`src/rtl/pwd_pkg.sv`:
```
// pwd_pkg: shared state encoding, code geometry and BCD check for the access supervisor
package pwd_pkg;
  localparam int DIGIT_W = 4;
  localparam int CODE_W = 16;
  localparam int NUM_DIGITS = 4;
  typedef enum logic [1:0] {ARMED, OPEN, LOCKOUT, PROG} state_t;
  function automatic logic digit_ok(input logic [DIGIT_W-1:0] d);
    return d <= 4'd9;
  endfunction
endpackage

```
`src/rtl/tick_down_timer.sv`:
```
// tick_down_timer: loadable down-counter stepped by tick; expire flags the tick that reaches zero
module tick_down_timer #(
  parameter int W = 6
) (
  input  logic         clock,
  input  logic         rst,
  input  logic         tick,
  input  logic         load,
  input  logic [W-1:0] load_value,
  output logic [W-1:0] value,
  output logic         expire
);
  assign expire = tick && !load && value == W'(1);
  always_ff @(posedge clock or negedge rst)
    if (!rst) value <= '0;
    else if (load) value <= load_value;
    else if (tick && value != '0) value <= value - 1'b1;
endmodule

```
`src/rtl/pwd_access_supervisor.sv`:
```
// pwd_access_supervisor: gates keypad entry, counts failures, times lockout/open windows, reprograms the code
module pwd_access_supervisor import pwd_pkg::*; #(
  parameter int                MAX_FAILS    = 3,
  parameter int                LOCK_TICKS   = 30,
  parameter int                OPEN_TICKS   = 12,
  parameter logic [CODE_W-1:0] DEFAULT_CODE = 16'h1234,
  parameter int                TMR_W        = 6
) (
  input  logic               clock,
  input  logic               rst,
  input  logic               tick,
  input  logic               attempt_done,
  input  logic               attempt_ok,
  input  logic               prog_req,
  input  logic               key_valid,
  input  logic [DIGIT_W-1:0] key_digit,
  output logic               entry_enable,
  output logic               admitted,
  output logic               locked,
  output logic               prog_active,
  output logic [1:0]         prog_idx,
  output logic [3:0]         fail_count,
  output logic [TMR_W-1:0]   lock_remaining,
  output logic [CODE_W-1:0]  pwd_code
);
  localparam logic [3:0] MF = 4'(MAX_FAILS);
  state_t state, nxt;
  logic ld, expire, acc;
  logic [TMR_W-1:0] ld_val, timer;
  logic [CODE_W-1:0] shadow, shadow_nxt;
  tick_down_timer #(.W(TMR_W)) u_tmr (
    .clock(clock), .rst(rst), .tick(tick), .load(ld), .load_value(ld_val),
    .value(timer), .expire(expire)
  );
  assign acc = state == PROG && key_valid && digit_ok(key_digit);
  assign lock_remaining = locked ? timer : '0;
  // Events are decided before expiry so a same-cycle tick never beats a transition or reload.
  always_comb begin
    nxt = state;
    ld = 1'b0;
    ld_val = '0;
    shadow_nxt = shadow;
    shadow_nxt[(NUM_DIGITS-1-int'(prog_idx))*DIGIT_W +: DIGIT_W] = key_digit;
    unique case (state)
      ARMED:
        if (attempt_done && attempt_ok) begin
          nxt = OPEN; ld = 1'b1; ld_val = TMR_W'(OPEN_TICKS);
        end else if (attempt_done && fail_count + 4'd1 == MF) begin
          nxt = LOCKOUT; ld = 1'b1; ld_val = TMR_W'(LOCK_TICKS);
        end
      OPEN:
        if (prog_req) begin
          nxt = PROG; ld = 1'b1; ld_val = TMR_W'(OPEN_TICKS);
        end else if (expire) nxt = ARMED;
      LOCKOUT: nxt = expire ? ARMED : LOCKOUT;
      PROG:
        if (key_valid) begin
          ld = 1'b1;
          ld_val = (acc && prog_idx != 2'(NUM_DIGITS-1)) ? TMR_W'(OPEN_TICKS) : '0;
          nxt = (acc && prog_idx != 2'(NUM_DIGITS-1)) ? PROG : ARMED;
        end else if (expire) nxt = ARMED;
      default: nxt = ARMED;
    endcase
  end
  always_ff @(posedge clock or negedge rst)
    if (!rst) begin
      state <= ARMED;
      entry_enable <= 1'b1;
      admitted <= 1'b0;
      locked <= 1'b0;
      prog_active <= 1'b0;
      prog_idx <= '0;
      fail_count <= '0;
      shadow <= '0;
      pwd_code <= DEFAULT_CODE;
    end else begin
      state <= nxt;
      entry_enable <= nxt == ARMED;
      admitted <= nxt == OPEN;
      locked <= nxt == LOCKOUT;
      prog_active <= nxt == PROG;
      prog_idx <= nxt == PROG ? prog_idx + 2'(acc) : '0;
      if (state == ARMED && attempt_done) fail_count <= attempt_ok ? '0 : fail_count + 4'(fail_count != MF);
      else if (state == LOCKOUT && nxt == ARMED) fail_count <= '0;
      if (acc) shadow <= shadow_nxt;
      if (acc && prog_idx == 2'(NUM_DIGITS-1)) pwd_code <= shadow_nxt;
    end
endmodule
```
`config.mk`:
```
export PLATFORM = sky130hd
export DESIGN_NAME = pwd_access_supervisor
export DESIGN_NICKNAME = d
export VERILOG_FILES = /design/src/rtl/pwd_pkg.sv /design/src/rtl/tick_down_timer.sv /design/src/rtl/pwd_access_supervisor.sv
export SDC_FILE = /design/constraint.sdc
export NUM_CORES = 1
export LEC_CHECK = 0
export ABC_CLOCK_PERIOD_IN_PS = 3000
export CORE_AREA = 5 5 83 70
export DETAILED_ROUTE_END_ITERATION = 16
export DIE_AREA = 0 0 88 75
export GPL_TIMING_DRIVEN = 0
export PLACE_DENSITY = 0.84
export SLEW_MARGIN = 10
export SYNTH_ARGS = -nofsm -noshare
export SYNTH_HDL_FRONTEND = slang
export SYNTH_HIERARCHICAL = 1
export SYNTH_SLANG_ARGS = --single-unit
export TNS_END_PERCENT = 30
```
`constraint.sdc`:
```
create_clock -name clock -period 3 [get_ports clock]
set_input_delay 0.45 -clock clock [delete_from_list [all_inputs] [get_ports clock]]
set_output_delay 0.45 -clock clock [all_outputs]
set_load 0.02 [all_outputs]
```
==> flow_metrics.py, run 1 <==
metrics = {
    "timing": {
        "clock-skew-final_ps": 11.5,
        "tightestPinTransition_ps": 501,
        "rsz0062_at_grt": "no",
        "fmax_mhz": 363,
        "slew_viol_final": 0,
        "layout_setup_ws_ps": 244,
        "period_share_pct": 91.9,
        "setup_viol": 0,
        "holdWs_ps": 82.6,
        "min_period_ps": 2760,
        "hold_viol": 0,
        "max_slew_margin_pct": 66.4,
    },
    "flow_run": {
        "cap_violations": 0,
    },
    "synthesis": {
        "synth_largest_area_cell": "dfrtp_1",
        "synth.avg_cell_area_um2": 10.9,
        "syn_inst": 223,
        "synth_area_um2": 2430,
        "synth-async-reset-ratio_pct": 100,
        "yosys-top-cells-area": "dfrtp_1 (41%), dfstp_2 (6.5%), o31ai_1 (5.6%), ha_1 (5.2%), a22o_1 (4.0%)",
        "synth_top_area_share_pct": 41.2,
        "synth_seq_cells": 46,
        "ys_warn_count": 6,
        "seq_area_frac_synth_pct": 47.7,
        "synthFlopType": "dfrtp_1",
        "synth-edff-count": 0,
        "synth_cell_types": 49,
    },
    "placed_design": {
        "gp_congestion": 0.878,
        "portBuffers": 39,
        "postPlaceCellArea_um2": 2910,
        "preCtsSetupSlack_ps": -750,
        "dpl.hpwl_um": 4130,
    },
    "critical_path": {
        "rrSetupSlack_ps": 320,
        "cp_max_fo": 12,
        "critPathLaunchType": "primary input",
        "slowest_delay_ps": 470,
        "required_ps": 3230,
        "arrival_ps": 2980,
        "cp_cell_sequence": "clkdlybuf4s50_1 > nand3_2 > o211ai_1 > buf_4 > or4_4 > nor3_2 > nor4bb_1 > a31oi_2 > nor3b_2",
        "cp-end-kind": "flip-flop",
        "crit_slowest_cell": "clkdlybuf4s50_1",
        "worst-setup-path-type": "in2reg",
    },
    "route": {
        "vias_per_cell": 5.70,
        "dr.max_layer_used": "met4",
        "drt-met1-wl_um": 2530,
        "wl_met3_um": 243,
        "drt_iter0_markers": 182,
        "routed-via-count": 1915,
        "dr.pass1.iters": 4,
        "wl_met2_um": 2710,
        "ant_nets": 0,
        "wl_per_cell_um": 16.5,
        "route.detailed.drc": 0,
        "wl_um": 5550,
    },
    "floorplanning": {
        "die_area_um2": 6600,
        "core-area_um2": 4860,
        "initial_utilization_pct": 49.9,
        "die_h_um": 75,
        "io_pins": 43,
        "die_w_um": 88,
        "rows": 23,
    },
    "global_routing": {
        "grt_max_degree": 29,
        "antenna_found_initial": 0,
        "grt_first_pass_wirelength_um": 9180,
        "overflow": 0,
        "grt_pass1_vias": 1898,
        "grt_usage_pct": 18.3,
    },
    "clock_tree": {
        "cts-root-buf": "clkbuf_8",
        "cts_tree": "yes",
        "path_clk_slew_ps": 90,
        "clock_latency_ps": 310,
        "cts-buffers-inserted": 5,
        "clockBufferDepth": 2,
        "cts.sinks": 46,
        "htree_num_levels": 2,
    },
    "pwr": {
        "vdd.ir_drop.worst_mv": 0.367,
        "p_per_area_nw_per_um2": 693,
        "power_leakage_nw": 1.33,
    },
    "final_layout": {
        "fill_cells": 391,
        "drive_above_1_share_pct": 13.9,
        "fin_nets": 294,
        "final_cell_mix": "dfrtp_1 (40), clkdlybuf4s50_1 (38), o31ai_1 (18)",
        "final_common_cell": "dfrtp_1",
        "area.growth.synth_to_final_pct": 24.8,
        "post-route-cell-area_um2": 3030,
        "regArea_um2": 1160,
        "diodes": 0,
        "multiInputGateArea_um2": 1170,
    },
    "worst_hold_path": {
        "hold_class": "in2async",
    },
    "run_status": {
        "status": "completed",
    },
}
==> logic make-up (layout without fill, tap and decap cells) <==
logic type,Yosys count,in the layout,synth area share [%]
AO/OA/AOI/OAI,61,61,19.5
XOR/XNOR,3,3,1.08
adder cells (fa/ha/maj),10,10,5.15
buffers and inverters,25,75,4.48
flip-flops,46,46,47.7
multiplexers,8,8,3.30
other,1,2,0.154
AND/OR/NAND/NOR,69,69,18.6
==> critical path, delay by kind of cell <==
family	cells	cell delay [ps]
compound gates	2	480
simple gates	5	1390
buf+inv	2	640
==> registers in the layout (all words and copies together) (netlist names) <==
register,cells
locked,1
shadow,12
fail_count,4
state,2
prog_idx,2
prog_active,1
entry_enable,1
u_tmr/value,6
admitted,1
pwd_code,16
==> repair_timing <==
item | CTS | global route
setup endpoints to repair | 12 | 5
hold buffers | 0 | 0
setup buffers | 0 | 3
pin swaps | 0 | 1
gates cloned | 0 | 0
resized for setup | 2 | 0
==> final timing paths <==
| check | startpoint | endpoint | cells past startpoint |
|---|---|---|---|
| max | key_valid | locked | 9 |
| min | rst | pwd_code[15] | 1 |
| max reg2reg | fail_count[1] | locked | 9 |
| min reg2reg | pwd_code[12] | pwd_code[12] | 2 |
| max in group asynchronous | rst | pwd_code[2] | 2 |
| min in group clock | key_digit[3] | shadow[11] | 3 |
==> metal layers <==
| layer | up-vias | track usage (%) |
|---|---|---|
| met5 | - | 0 |
| met4 | 0 | 7.33 |
| met3 | 6 | 3.17 |
| met2 | 52 | 28.2 |
| met1 | 935 | 25.7 |
| li1 | 922 | - |
==> Yosys cell counts, drive strengths merged, types with 5 or more instances <==
master,instances
dfrtp,40
o31ai,18
and2,7
nor2,10
inv,15
ha,10
nand2,14
clkbuf,6
dfstp,6
nand2b,7
a31oi,10
nand3,9
mux2i,8
a21oi,5
a22o,11
==> per-stage QoR <==
stage / TNS [ps] / power [mW] / std cells / utilization (%)
after floorplan: 0 / 1.43 / 224 / -
after CTS: 0 / 2.08 / 333 / 61.8
after global routing: 0 / 2.23 / 336 / 62.3
final: 0 / 2.10 / 336 / 62.3
after global placement: -7900 / 1.66 / 325 / 59.6
after detailed placement: -8720 / 1.71 / 326 / 59.9
==> final cells by class <==
type                       count  share of cell area [%]
multi-input combinational    153                    38.7
sequential                    46                    38.2
timing repair buffer          43                    14.1
tap                           62                    2.56
clock buffer                   6                    2.40
inverter                      15                    1.86
buffer                         9                    1.61
clock inverter                 2                   0.454
==> where the power goes <==
group / switching [mW] / leakage [nW] / internal, mW
registers: 0.120 / 0.570 / 0.754
clock network: 0.211 / 0.0452 / 0.165
logic: 0.448 / 0.718 / 0.401
total: 0.779 / 1.33 / 1.32
No activity file was read; power rests on OpenSTA's default activity.
==> inputs of run 2 (changes only) <==
--- a/config.mk
+++ b/config.mk
@@ -6,11 +6,11 @@
 export NUM_CORES = 1
 export LEC_CHECK = 0
 export ABC_CLOCK_PERIOD_IN_PS = 3000
-export CORE_AREA = 5 5 83 70
+export CORE_AREA = 5 5 89 74
 export DETAILED_ROUTE_END_ITERATION = 16
-export DIE_AREA = 0 0 88 75
+export DIE_AREA = 0 0 94 79
 export GPL_TIMING_DRIVEN = 0
-export PLACE_DENSITY = 0.84
+export PLACE_DENSITY = 0.75
 export SLEW_MARGIN = 10
 export SYNTH_ARGS = -nofsm -noshare
 export SYNTH_HDL_FRONTEND = slang
==> flow_metrics.py, run 2 (same netlist as run 1, synthesis figures left out) <==
metrics = {
    "run_status": {
        "status": "completed",
    },
    "clock_tree": {
        "cts.sinks": 46,
        "cts-buffers-inserted": 5,
        "path_clk_slew_ps": 90,
        "clock_latency_ps": 300,
        "cts_tree": "yes",
        "cts-root-buf": "clkbuf_8",
        "ctsHoldBuffers": 0,
        "clockBufferDepth": 2,
        "htree_num_levels": 2,
    },
    "timing": {
        "slew_viol_final": 0,
        "rsz0062_at_grt": "no",
        "clock-skew-final_ps": 12.4,
        "hold_viol": 0,
        "max_slew_margin_pct": 64.1,
        "setup_viol": 0,
        "tightestPinTransition_ps": 534,
        "min_period_ps": 2870,
        "period_share_pct": 95.6,
        "fmax_mhz": 348,
        "tns_ps": 0,
    },
    "critical_path": {
        "cp_max_fo": 10,
        "required_ps": 3230,
        "worst-setup-path-type": "in2reg",
        "r2r_end": "locked",
        "cp-end-kind": "flip-flop",
        "r2r_start": "state[0]",
        "arrival_ps": 3100,
        "rrSetupSlack_ps": 220,
        "reg2reg_depth": 9,
        "critPathLaunchType": "primary input",
    },
    "final_layout": {
        "drive_above_1_share_pct": 13.2,
        "final_common_cell": "dfrtp_1",
        "top_register": "pwd_code",
        "multiInputGateArea_um2": 1170,
        "largest_reg_flops": 16,
        "largestRegisters": "pwd_code x16, shadow x12, u_tmr/value x6",
        "fill_cells": 531,
        "regArea_um2": 1160,
        "final_util_pct": 53.8,
        "fin_nets": 293,
        "stdcell_count": 354,
        "area.growth.synth_to_final_pct": 26.1,
        "final_cell_mix": "dfrtp_1 (40), clkdlybuf4s50_1 (38), o31ai_1 (18)",
        "diodes": 0,
    },
    "global_routing": {
        "grt_use_met1_pct": 22.6,
        "grt.busiest_layer": "met2",
        "grt_pass1_vias": 1871,
        "grt_max_degree": 32,
        "met2_usage_pct": 23.8,
        "grt_usage_pct": 15.7,
        "overflow": 0,
        "globalRouteMet3Util_pct": 2.75,
        "antenna_found_initial": 0,
        "grt_first_pass_wirelength_um": 9250,
    },
    "placed_design": {
        "portBuffers": 39,
        "dpl.hpwl_um": 3920,
        "dp.cells": 345,
        "gp_congestion": 0.838,
    },
    "floorplanning": {
        "initial_utilization_pct": 42.6,
        "rows": 25,
        "core-area_um2": 5690,
        "die_w_um": 94,
        "die_area_um2": 7430,
        "die_h_um": 79,
        "io_pins": 43,
    },
    "route": {
        "ant_nets": 0,
        "dr.pass1.iters": 4,
        "route.detailed.drc": 0,
        "drt_iter0_markers": 176,
        "vias_per_cell": 5.45,
        "wl_um": 5420,
        "routed-via-count": 1929,
        "wl_per_cell_um": 15.3,
    },
    "pwr": {
        "vdd.ir_drop.worst_mv": 0.327,
        "p_per_area_nw_per_um2": 707,
        "power_leakage_nw": 1.33,
        "finalPower_mw": 2.17,
    },
    "worst_hold_path": {
        "hold_class": "in2async",
    },
    "flow_run": {
        "cap_violations": 0,
    },
}
run 2: where the power goes:
part | internal [mW] | switching, mW | leakage, nW
registers | 0.758 | 0.125 | 0.570
logic | 0.386 | 0.439 | 0.710
clock network | 0.249 | 0.209 | 0.0514
run 2: per-stage QoR:
stage                     setup WS [ps]  hold slack [ps]  area (um^2)
after floorplan                     292              154         2430
after global placement             -701              478         2920
after detailed placement           -741              383         2940
after CTS                           123             49.0         3060
after global routing               54.0             68.0         3060
final                               131             46.0         3060
run 2: final cells by class:
cell class	instances	share of cell area (%)
clock inverter	2	1.23
tap	81	3.31
buffer	10	1.76
clock buffer	6	2.37
multi-input combinational	153	38.2
timing repair buffer	41	13.5
sequential	46	37.8
inverter	15	1.84
run 2: critical path, stage by stage:
cell             delay [ps]
clkdlybuf4s50_1         460
nand3_1                 230
clkbuf_2                310
o211ai_1                180
or4_4                   480
nor3_2                  320
nor4bb_1                120
a31oi_2                 320
nor3b_2                 220
run 2: per-layer routing:
layer / routed length, um / share of wire (%)
met5: 0 / 0
met4: 79 / 1.5
met3: 334 / 6.2
met2: 2500 / 46
met1: 2510 / 46
run 2: worst max path at each step:
stage | startpoint | end | slack, ps | cells past startpoint
after floorplan | state[0] | fail_count[3] | 290 | 9
after global placement | key_valid | locked | -700 | 9
after detailed placement | key_valid | locked | -740 | 9
after CTS | key_valid | locked | 120 | 9
after global routing | key_valid | locked | 50 | 9
final | key_valid | locked | 130 | 9
run 2: repair_timing:
item | 4_1_cts | 5_1_grt
setup buffers | 1 | 0
gates resized for setup | 2 | 0
endpoints found under the hold margin | 0 | 0
setup endpoints to repair | 12 | 0
==> inputs of run 3 (changes only) <==
--- a/config.mk
+++ b/config.mk
@@ -6,11 +6,11 @@
 export NUM_CORES = 1
 export LEC_CHECK = 0
 export ABC_CLOCK_PERIOD_IN_PS = 3000
-export CORE_AREA = 5 5 89 74
+export CORE_AREA = 5 5 100 83
 export DETAILED_ROUTE_END_ITERATION = 16
-export DIE_AREA = 0 0 94 79
+export DIE_AREA = 0 0 105 88
 export GPL_TIMING_DRIVEN = 0
-export PLACE_DENSITY = 0.75
+export PLACE_DENSITY = 0.63
 export SLEW_MARGIN = 10
 export SYNTH_ARGS = -nofsm -noshare
 export SYNTH_HDL_FRONTEND = slang
==> flow_metrics.py, run 3 (same netlist as run 1, synthesis figures left out) <==
metrics = {
    "timing": {
        "hold_viol": 0,
        "min_period_ps": 2840,
        "tightestPinTransition_ps": 530,
        "slew_viol_final": 0,
        "clock-skew-final_ps": 3.88,
        "tns_ps": 0,
        "max_slew_margin_pct": 64.4,
        "layout_setup_ws_ps": 161,
        "rsz0062_at_grt": "no",
        "setup_viol": 0,
        "period_share_pct": 94.6,
        "fmax_mhz": 352,
    },
    "final_layout": {
        "largest_reg_flops": 16,
        "top_register": "pwd_code",
        "area.growth.synth_to_final_pct": 25.9,
        "diodes": 0,
        "drive_above_1_share_pct": 13.6,
        "final_cell_mix": "dfrtp_1 (40), clkdlybuf4s50_1 (38), o31ai_1 (18)",
        "largestRegisters": "pwd_code x16, shadow x12, u_tmr/value x6",
        "final_common_cell": "dfrtp_1",
        "fin_nets": 294,
    },
    "global_routing": {
        "grt_usage_pct": 12.3,
        "antenna_found_initial": 0,
        "overflow": 0,
        "grt_first_pass_wirelength_um": 9240,
        "grt_pass1_vias": 1837,
        "grt_max_degree": 35,
    },
    "floorplanning": {
        "core-area_um2": 7220,
        "io_pins": 43,
        "rows": 28,
        "die_area_um2": 9240,
        "die_w_um": 105,
        "initial_utilization_pct": 33.6,
        "die_h_um": 88,
    },
    "route": {
        "ant_nets": 0,
        "drt_iter0_markers": 88,
        "wl_per_cell_um": 15.2,
        "vias_per_cell": 5.15,
        "route.detailed.drc": 0,
        "wl_um": 5520,
        "dr.pass1.iters": 4,
        "routed-via-count": 1868,
    },
    "critical_path": {
        "worst-setup-path-type": "in2reg",
        "r2r_start": "state[0]",
        "cp-end-kind": "flip-flop",
        "reg2reg_depth": 9,
        "r2r_end": "fail_count[3]",
        "critPathLaunchType": "primary input",
        "required_ps": 3190,
        "cp_max_fo": 10,
        "rrSetupSlack_ps": 270,
        "arrival_ps": 3020,
    },
    "flow_run": {
        "cap_violations": 0,
    },
    "clock_tree": {
        "htree_num_levels": 2,
        "cts_tree": "yes",
        "clock_latency_ps": 290,
        "cts-root-buf": "clkbuf_8",
        "cts-buffers-inserted": 5,
        "cts.sinks": 46,
        "clockBufferDepth": 2,
        "path_clk_slew_ps": 80,
        "ctsHoldBuffers": 0,
    },
    "worst_hold_path": {
        "hold_class": "in2async",
    },
    "pwr": {
        "p_per_area_nw_per_um2": 678,
        "power_leakage_nw": 1.34,
        "vdd.ir_drop.worst_mv": 0.200,
    },
    "run_status": {
        "status": "completed",
    },
    "placed_design": {
        "gp_congestion": 0.806,
        "preCtsSetupSlack_ps": -846,
        "portBuffers": 39,
        "dpl.hpwl_um": 4030,
    },
}
==> run 3: changes by cell type in the layout (fill, tap and decap cells not counted) <==
cell and delta:
clkinv_2 +2, buf_4 +1, bufinv_16 -1, clkbuf_1 -1, clkinvlp_4 -1, nor3_2 -1
nor3_4 +1
==> run 3: report_power, final <==
group	switching [mW]	leakage [nW]	internal [mW]	total, mW
clock network	0.196	0.0438	0.157	0.352
logic	0.447	0.722	0.392	0.839
registers	0.121	0.570	0.758	0.879
total	0.764	1.34	1.31	2.07
==> run 3: how the worst max path moves through the flow <==
stage                   start       endpoint  slack [ps]  cells past startpoint
floorplan            state[0]  fail_count[3]         290                      9
global placement    key_valid         locked        -830                      9
detailed placement  key_valid         locked        -850                      9
CTS                 key_valid         locked          50                      9
global route        key_valid  fail_count[3]          50                      9
finish              key_valid  fail_count[3]         160                      9
==> run 3: routing by layer <==
layer / part of all wire [%] / up-vias / global-route usage [%]
met3: 5.1 / 9 / 3.17
li1: - / 914 / -
met2: 45 / 34 / 19.0
met4: 1.4 / 0 / 4.18
met1: 49 / 911 / 17.0
met5: 0 / - / 0
==> run 3: per-stage QoR <==
step / cell area, um^2 / hold WS (ps) / util, % / instances / power, mW
after floorplan: 2430 / 154 / - / 224 / 1.43
after global placement: 2930 / 480 / 40.7 / 353 / 1.68
after global routing: 3060 / 70.4 / 42.3 / 363 / 2.22
after CTS: 3040 / 53.8 / 42.1 / 362 / 2.08
final: 3060 / 51.9 / 42.3 / 363 / 2.07
after detailed placement: 2950 / 374 / 40.9 / 354 / 1.70
==> run 3: layout make-up <==
class	instances	area, um^2
buffer	10	53.8
clock buffer	5	68.8
clock inverter	2	10.0
fill	717	4160
inverter	15	56.3
multi-input combinational	153	1170
sequential	46	1160
tap	90	113
timing repair buffer	42	420
==> run 3: critical path, cell delays in order <==
cell and delay [ps]:
clkdlybuf4s50_1 450, nand3_1 230, clkbuf_2 310, o211ai_1 200
or4_4 500, nor3_4 270, nand3b_1 150, and2_1 220
a22o_1 230
==> run 3: repair_timing <==
action | CTS | global route
buffers inserted | 1 | 1
resized for setup | 2 | 1
setup endpoints to repair | 12 | 7
gates cloned | 0 | 0
